**config.mk**
```make
export PLATFORM = sky130hd
export DESIGN_NAME = alu_sequencer_flat
export DESIGN_NICKNAME = d
export VERILOG_FILES = /design/src/rtl/alu_sequencer_if.sv /design/src/rtl/alu_sequencer.sv /design/src/flat_wrapper.sv
export SDC_FILE = /design/constraint.sdc
export NUM_CORES = 1
export LEC_CHECK = 0
export CORE_ASPECT_RATIO = 1.75
export CORE_MARGIN = 4
export CORE_UTILIZATION = 34
export CTS_CLUSTER_SIZE = 10
export DETAILED_ROUTE_END_ITERATION = 7
export GPL_ROUTABILITY_DRIVEN = 1
export HOLD_SLACK_MARGIN = 0.03
export PLACE_DENSITY_LB_ADDON = 0.3
export SLEW_MARGIN = 40
export SYNTH_ARGS = -nofsm -noshare
export SYNTH_HDL_FRONTEND = slang
export SYNTH_SLANG_ARGS = --single-unit
```
**constraint.sdc**
```tcl
create_clock -name clock -period 3.3 [get_ports clock]
set_input_delay 0.99 -clock clock [delete_from_list [all_inputs] [get_ports clock]]
set_output_delay 0.99 -clock clock [all_outputs]
set_load 0.005 [all_outputs]
```
**src/rtl/alu_sequencer_if.sv**
```systemverilog
// Control bundle between the ALU sequencer and the datapath.
// The master side (sequencer) reads run/ir and drives every control signal.
interface alu_sequencer_if;
  logic        run;
  logic [31:0] ir;
  logic [4:0]  BusDataSelect;
  logic [3:0]  GP_addr;
  logic        e_PC;
  logic        e_IR;
  logic        e_Y;
  logic        e_Z;
  logic        e_HI;
  logic        e_LO;
  logic        e_MDR;
  logic        e_MAR;
  logic        e_GP;
  logic        incPC;
  logic        MDR_read;
  logic [3:0]  ALU_op;
  logic        halted;
  logic        illegal;

  modport master (
    input  run, ir,
    output BusDataSelect, GP_addr, e_PC, e_IR, e_Y, e_Z, e_HI, e_LO, e_MDR, e_MAR, e_GP,
    output incPC, MDR_read, ALU_op, halted, illegal
  );

  modport slave (
    output run, ir,
    input  BusDataSelect, GP_addr, e_PC, e_IR, e_Y, e_Z, e_HI, e_LO, e_MDR, e_MAR, e_GP,
    input  incPC, MDR_read, ALU_op, halted, illegal
  );
endinterface

```
**src/rtl/alu_sequencer.sv**
```systemverilog
// Hard-wired fetch/execute sequencer for register-format ALU instructions.
// Emits one datapath control word per clock, decoded from the state and ir.
module alu_sequencer (
  input  logic             clock,
  input  logic             clear,
  alu_sequencer_if.master  bus
);

  localparam logic [3:0] StIdle = 4'd0;
  localparam logic [3:0] StT0   = 4'd1;
  localparam logic [3:0] StT1   = 4'd2;
  localparam logic [3:0] StT2   = 4'd3;
  localparam logic [3:0] StT3   = 4'd4;
  localparam logic [3:0] StT4   = 4'd5;
  localparam logic [3:0] StT5   = 4'd6;
  localparam logic [3:0] StT6   = 4'd7;
  localparam logic [3:0] StHalt = 4'd8;

  localparam logic [4:0] SelZHi = 5'd18;
  localparam logic [4:0] SelZLo = 5'd19;
  localparam logic [4:0] SelPc  = 5'd20;
  localparam logic [4:0] SelMdr = 5'd21;

  logic [3:0] state_q, state_d;
  logic       illegal_q, illegal_d;

  // Instruction fields
  logic [4:0] opcode;
  logic [3:0] ra, rb, rc;
  logic       is_binary, is_unary, is_muldiv, is_nop, is_halt;
  logic [3:0] end_state;
  logic       unused_ir;

  assign opcode    = bus.ir[31:27];
  assign ra        = bus.ir[26:23];
  assign rb        = bus.ir[22:19];
  assign rc        = bus.ir[18:15];
  assign unused_ir = ^bus.ir[14:0];

  assign is_binary = (opcode <= 5'd10);
  assign is_unary  = (opcode == 5'd11) || (opcode == 5'd12);
  assign is_muldiv = (opcode == 5'd9) || (opcode == 5'd10);
  assign is_nop    = (opcode == 5'd13);
  assign is_halt   = (opcode == 5'd14);

  // Last step of an instruction: chain straight into the next fetch when run is held
  assign end_state = bus.run ? StT0 : StIdle;

  // Next-state and illegal-flag logic
  always_comb begin
    state_d   = state_q;
    illegal_d = illegal_q;
    case (state_q)
      StIdle: state_d = bus.run ? StT0 : StIdle;
      StT0:   state_d = StT1;
      StT1:   state_d = StT2;
      StT2:   state_d = StT3;
      StT3: begin
        if (is_binary || is_unary) begin
          state_d = StT4;
        end else if (is_nop) begin
          state_d = end_state;
        end else if (is_halt) begin
          state_d = StHalt;
        end else begin
          state_d   = StHalt;
          illegal_d = 1'b1;
        end
      end
      StT4:   state_d = is_binary ? StT5 : end_state;
      StT5:   state_d = is_muldiv ? StT6 : end_state;
      StT6:   state_d = end_state;
      StHalt: state_d = StHalt;
      default: state_d = StIdle;
    endcase
  end

  // State register with synchronous clear; HALT is only left through clear
  always_ff @(posedge clock) begin
    if (clear) begin
      state_q   <= StIdle;
      illegal_q <= 1'b0;
    end else begin
      state_q   <= state_d;
      illegal_q <= illegal_d;
    end
  end

  // Control word decode; everything not named for a state stays 0
  always_comb begin
    bus.BusDataSelect = 5'd0;
    bus.GP_addr       = 4'd0;
    bus.e_PC          = 1'b0;
    bus.e_IR          = 1'b0;
    bus.e_Y           = 1'b0;
    bus.e_Z           = 1'b0;
    bus.e_HI          = 1'b0;
    bus.e_LO          = 1'b0;
    bus.e_MDR         = 1'b0;
    bus.e_MAR         = 1'b0;
    bus.e_GP          = 1'b0;
    bus.incPC         = 1'b0;
    bus.MDR_read      = 1'b0;
    bus.ALU_op        = 4'd0;
    bus.halted        = 1'b0;
    bus.illegal       = 1'b0;
    case (state_q)
      StT0: begin
        bus.BusDataSelect = SelPc;
        bus.e_MAR         = 1'b1;
        bus.incPC         = 1'b1;
        bus.e_Z           = 1'b1;
      end
      StT1: begin
        bus.BusDataSelect = SelZLo;
        bus.e_PC          = 1'b1;
        bus.MDR_read      = 1'b1;
        bus.e_MDR         = 1'b1;
      end
      StT2: begin
        bus.BusDataSelect = SelMdr;
        bus.e_IR          = 1'b1;
      end
      StT3: begin
        if (is_binary) begin
          bus.BusDataSelect = {1'b0, rb};
          bus.e_Y           = 1'b1;
        end else if (is_unary) begin
          // Unary ops need no Y operand, so the ALU result goes straight to Z
          bus.BusDataSelect = {1'b0, rb};
          bus.ALU_op        = opcode[3:0];
          bus.e_Z           = 1'b1;
        end
      end
      StT4: begin
        if (is_binary) begin
          bus.BusDataSelect = {1'b0, rc};
          bus.ALU_op        = opcode[3:0];
          bus.e_Z           = 1'b1;
        end else if (is_unary) begin
          bus.BusDataSelect = SelZLo;
          bus.GP_addr       = ra;
          bus.e_GP          = 1'b1;
        end
      end
      StT5: begin
        bus.BusDataSelect = SelZLo;
        if (is_muldiv) begin
          bus.e_LO = 1'b1;
        end else begin
          bus.GP_addr = ra;
          bus.e_GP    = 1'b1;
        end
      end
      StT6: begin
        bus.BusDataSelect = SelZHi;
        bus.e_HI          = 1'b1;
      end
      StHalt: begin
        bus.halted  = 1'b1;
        bus.illegal = illegal_q;
      end
      default: ;
    endcase
  end

endmodule

```
**src/flat_wrapper.sv**
```systemverilog
// flat-port wrapper written by rule: the top's interface ports become plain ports
module alu_sequencer_flat 
  (clock, clear, bus_run, bus_ir, bus_BusDataSelect, bus_GP_addr, bus_e_PC, bus_e_IR, bus_e_Y, bus_e_Z, bus_e_HI, bus_e_LO, bus_e_MDR, bus_e_MAR, bus_e_GP, bus_incPC, bus_MDR_read, bus_ALU_op, bus_halted, bus_illegal);
  alu_sequencer_if bus_i ();
  input  logic clock;
  input  logic clear;
  input wire logic [$bits(bus_i.run)-1:0] bus_run;
  input wire logic [$bits(bus_i.ir)-1:0] bus_ir;
  output wire logic [$bits(bus_i.BusDataSelect)-1:0] bus_BusDataSelect;
  output wire logic [$bits(bus_i.GP_addr)-1:0] bus_GP_addr;
  output wire logic [$bits(bus_i.e_PC)-1:0] bus_e_PC;
  output wire logic [$bits(bus_i.e_IR)-1:0] bus_e_IR;
  output wire logic [$bits(bus_i.e_Y)-1:0] bus_e_Y;
  output wire logic [$bits(bus_i.e_Z)-1:0] bus_e_Z;
  output wire logic [$bits(bus_i.e_HI)-1:0] bus_e_HI;
  output wire logic [$bits(bus_i.e_LO)-1:0] bus_e_LO;
  output wire logic [$bits(bus_i.e_MDR)-1:0] bus_e_MDR;
  output wire logic [$bits(bus_i.e_MAR)-1:0] bus_e_MAR;
  output wire logic [$bits(bus_i.e_GP)-1:0] bus_e_GP;
  output wire logic [$bits(bus_i.incPC)-1:0] bus_incPC;
  output wire logic [$bits(bus_i.MDR_read)-1:0] bus_MDR_read;
  output wire logic [$bits(bus_i.ALU_op)-1:0] bus_ALU_op;
  output wire logic [$bits(bus_i.halted)-1:0] bus_halted;
  output wire logic [$bits(bus_i.illegal)-1:0] bus_illegal;
  assign bus_i.run = bus_run;
  assign bus_i.ir = bus_ir;
  assign bus_BusDataSelect = bus_i.BusDataSelect;
  assign bus_GP_addr = bus_i.GP_addr;
  assign bus_e_PC = bus_i.e_PC;
  assign bus_e_IR = bus_i.e_IR;
  assign bus_e_Y = bus_i.e_Y;
  assign bus_e_Z = bus_i.e_Z;
  assign bus_e_HI = bus_i.e_HI;
  assign bus_e_LO = bus_i.e_LO;
  assign bus_e_MDR = bus_i.e_MDR;
  assign bus_e_MAR = bus_i.e_MAR;
  assign bus_e_GP = bus_i.e_GP;
  assign bus_incPC = bus_i.incPC;
  assign bus_MDR_read = bus_i.MDR_read;
  assign bus_ALU_op = bus_i.ALU_op;
  assign bus_halted = bus_i.halted;
  assign bus_illegal = bus_i.illegal;
  alu_sequencer u_core (.clock(clock), .clear(clear), .bus(bus_i));
endmodule
```
==> metrics.md <==
| Metric | Value |
|---|---|
| ANT nets after route | 0 |
| Switching share of total power | 29.8% |
| P_int | 236 uW |
| CTS clk-pin slew, worst paths | 30 ps |
| Crit end category | output pin |
| Vias in the first global route | 992 |
| Tcrit/Tclk final | 98.8% |
| Seq pwr share | 20.9% |
| Seq. cell area | 100 um2 |
| Final setup fails | 0 |
| Clock power frac | 32.7% |
| Root buffer cell | clkbuf_8 |
| Clock Sinks | 5 |
| RSZ-0062 raised after global routing | yes |
| Share of layout cells above drive strength 1 | 44.4% |
| Residual DRC | 0 |
| Slew at the pin closest to its max-slew limit | 438 ps |
| CP Max Fanout | 4 |
| FP Rows | 23 |
| EDFF count, synth | 0 |
| Multi-input combinational cell area | 683 um2 |
| Die extent in x | 44.7 um |
| Seq/Total Area, Yosys | 12.5% |
| Leakage | 0.657 nW |
| Worst clock skew | 0.183 ps |
| Setup WS post-layout | 39.1 ps |
| Fillers | 194 |
| Clock Latency Late Sink | 220 ps |
| CTS H-tree depth | 1 |
| Detailed-placement wirelength estimate | 2020 um |
| Vias | 997 |
| Final Instance Count excl. Fillers | 185 |
| Uppermost layer routed | met4 |
| Per-cell routed wire length | 15.2 um |
| Max VDD drop | 235 uV |
| Final Max Slew Viols | 0 |
| Worst-case clock buffer depth | 2 |
| CP Launch Type | primary input |
| DR iter-0 viols | 22 |
| Sw power | 100 uW |
| CP Class | primary input to output pin |
| Die area | 3230 um2 |
| Port-buffer cells | 45 |
| I/O pins | 61 |
| Tmin final | 3260 ps |
| Gp weighted congestion | 0.879 |
| Syn Std Cell Area | 802 um2 |
| Area Growth Syn to Fin | 87.5% |
| Die Span Y | 72.3 um |
| Hold Fails Final Rpt | 0 |
| Initial antenna violation count | 0 |
| Highest clock rate | 0.307 GHz |
| First-pass GRT wire length | 4180 um |
| Worst Hold Class | flop to flop |
| Worst slew margin | 70.8% |
| Pin count of the biggest net entering global routing | 14 |
| Number of vias per cell | 5.39 |
| Synth top area share | 12.5% |
| Crit path required time | 2310 ps |
| Post-synth cell types | 49 |
| Cell type with the highest aggregate area in the netlist | dfxtp_1 |
| Setup WS pre-CTS | -772 ps |
| Antenna fix cells | 0 |
| Worst Path Arrival | 2270 ps |
| Max cap viols | 0 |
| Setup TNS Final | 0 ps |
| Syn. warnings | 0 |
| Async set-reset flop share out of synthesis | 0% |
| Initial Utilization | 35.3% |
| Total CTS buffers | 3 |
| CTS tree | built |
| Routed WL | 2810 um |
| Inst Count DP | 172 |
| Post-Syn Instances | 99 |
| Count of state elements after synthesis | 5 |
| DR WL met3 | 130 um |
| Syn_area_per_cell | 8.10 um2 |
| Synth area leaders | dfxtp_1 12%, and2_1 6.2%, buf_6 5.6% |
| Remaining Overflow, GRT | 0 |
| Outcome | completed |
| First-pass DRT Iterations | 4 |
| Top FF cell, synth | dfxtp_1 |
| Core area | 2270 um2 |
| PwrDens | 224 nW/um2 |
| Routed met1 length | 1010 um |
| Total track usage | 16.8% |
| Logic pwr share | 46.5% |
| Met2 wire length | 1610 um |
| Layout net count | 196 |
| Syn_nets | 134 |
-- critical path: stages --
cell and delay (ps):
buf_8 100, a21o_4 210, buf_6 120, a2111oi_4 270, buf_4 170, buf_6 90
buf_6 90, a221oi_2 50, nand2b_1 80, buf_2 110
-- layout make-up --
cell class / count / share of cell area, %
Timing Repair Buffer: 69 / 42.1
Clock buffer: 4 / 3.00
Inverter: 3 / 0.749
Sequential cell: 5 / 6.66
Tap cell: 25 / 2.08
Multi-Input combinational cell: 79 / 45.4
-- cell usage in the layout, fill, tap and decap left out, types with 4 or more instances in the layout --
cell type | Yosys | layout
buf_6 | 4 | 13
nand2b_1 | 5 | 4
nor2_1 | 5 | 5
buf_2 | 0 | 5
buf_4 | 4 | 16
a21oi_1 | 5 | 4
dlygate4sd2_1 | 0 | 8
and2_1 | 8 | 5
dfxtp_1 | 5 | 5
clkdlybuf4s50_1 | 0 | 23
-- flip-flops by register name, summed over array words and instances, names as in the netlist --
| signal | count |
|---|---|
| u_core.illegal_q | 1 |
| u_core.state_q | 4 |
-- what timing repair did --
action / 4_1_cts / 5_1_grt
hold buffers: 0 / 0
gates resized for setup: 85 / 16
endpoints found under the hold margin: 0 / 0
pin swaps: 13 / 2
buffers inserted: 11 / 1
setup endpoints to repair: 17 / 13
-- routing by layer --
layer / vias up / track usage, %
met1: 477 / 15.9
met4: 0 / 7.05
met3: 6 / 2.48
met5: - / 0
li1: 484 / -
met2: 30 / 33.1
-- power groups by stage --
| stage | Sequential, mW | Combinational [mW] | Clock [mW] |
|---|---|---|---|
| detailed placement | 0.0706 | 0.138 | 0 |
| CTS | 0.0697 | 0.147 | 0.114 |
| global route | 0.0709 | 0.169 | 0.121 |
| global placement | 0.0702 | 0.136 | 0 |
| finish | 0.0701 | 0.156 | 0.110 |
| floorplan | 0.0676 | 0.0768 | 0 |
-- path summary, 6_finish.rpt --
| kind | start | to | slack (ps) | cells past startpoint |
|---|---|---|---|---|
| worst max-delay path | bus_ir[27] | bus_BusDataSelect[1] | 40 | 10 |
| worst min-delay path | u_core.illegal_q$_SDFFE_PP0P_ | u_core.illegal_q$_SDFFE_PP0P_ | 550 | 2 |
| worst max register to register | u_core.state_q[0]$_SDFF_PP0_ | u_core.state_q[0]$_SDFF_PP0_ | 1450 | 5 |
| worst min register to register | u_core.illegal_q$_SDFFE_PP0P_ | u_core.illegal_q$_SDFFE_PP0P_ | 550 | 2 |
-- cell families after synthesis --
| family | after synthesis | synth area share [%] |
|---|---|---|
| and+or+nand+nor | 44 | 36.5 |
| AOI/OAI and AO/OA | 34 | 33.9 |
| buffers and inverters | 15 | 16.1 |
| DFF | 5 | 12.5 |
| xor gates and xnor gates | 1 | 1.09 |
-- synth_stat cells, types with 2 or more instances --
library cell,instances
nor3_1,3
o21bai_1,2
o211ai_1,2
o21ai_0,4
and3_1,3
a31oi_1,2
nor2_1,5
a221oi_1,2
nand2b_1,5
nor3b_1,2
buf_4,4
and2_1,8
a21oi_1,5
nand2_1,2
buf_6,4
a21o_2,3
inv_1,3
nor2b_1,3
dfxtp_1,5
and2b_2,2
a211o_1,2
-- through the flow --
stage	utilization (%)	hold WS (ps)	area, um2	total power [mW]
final	66.2	550	1500	0.336
after floorplan	-	516	802	0.144
after CTS	64.1	561	1460	0.331
after detailed placement	56.2	546	1280	0.208
after global routing	66.2	589	1500	0.361
after global placement	56.2	554	1280	0.206
No activity file was read; power rests on OpenSTA's default activity.
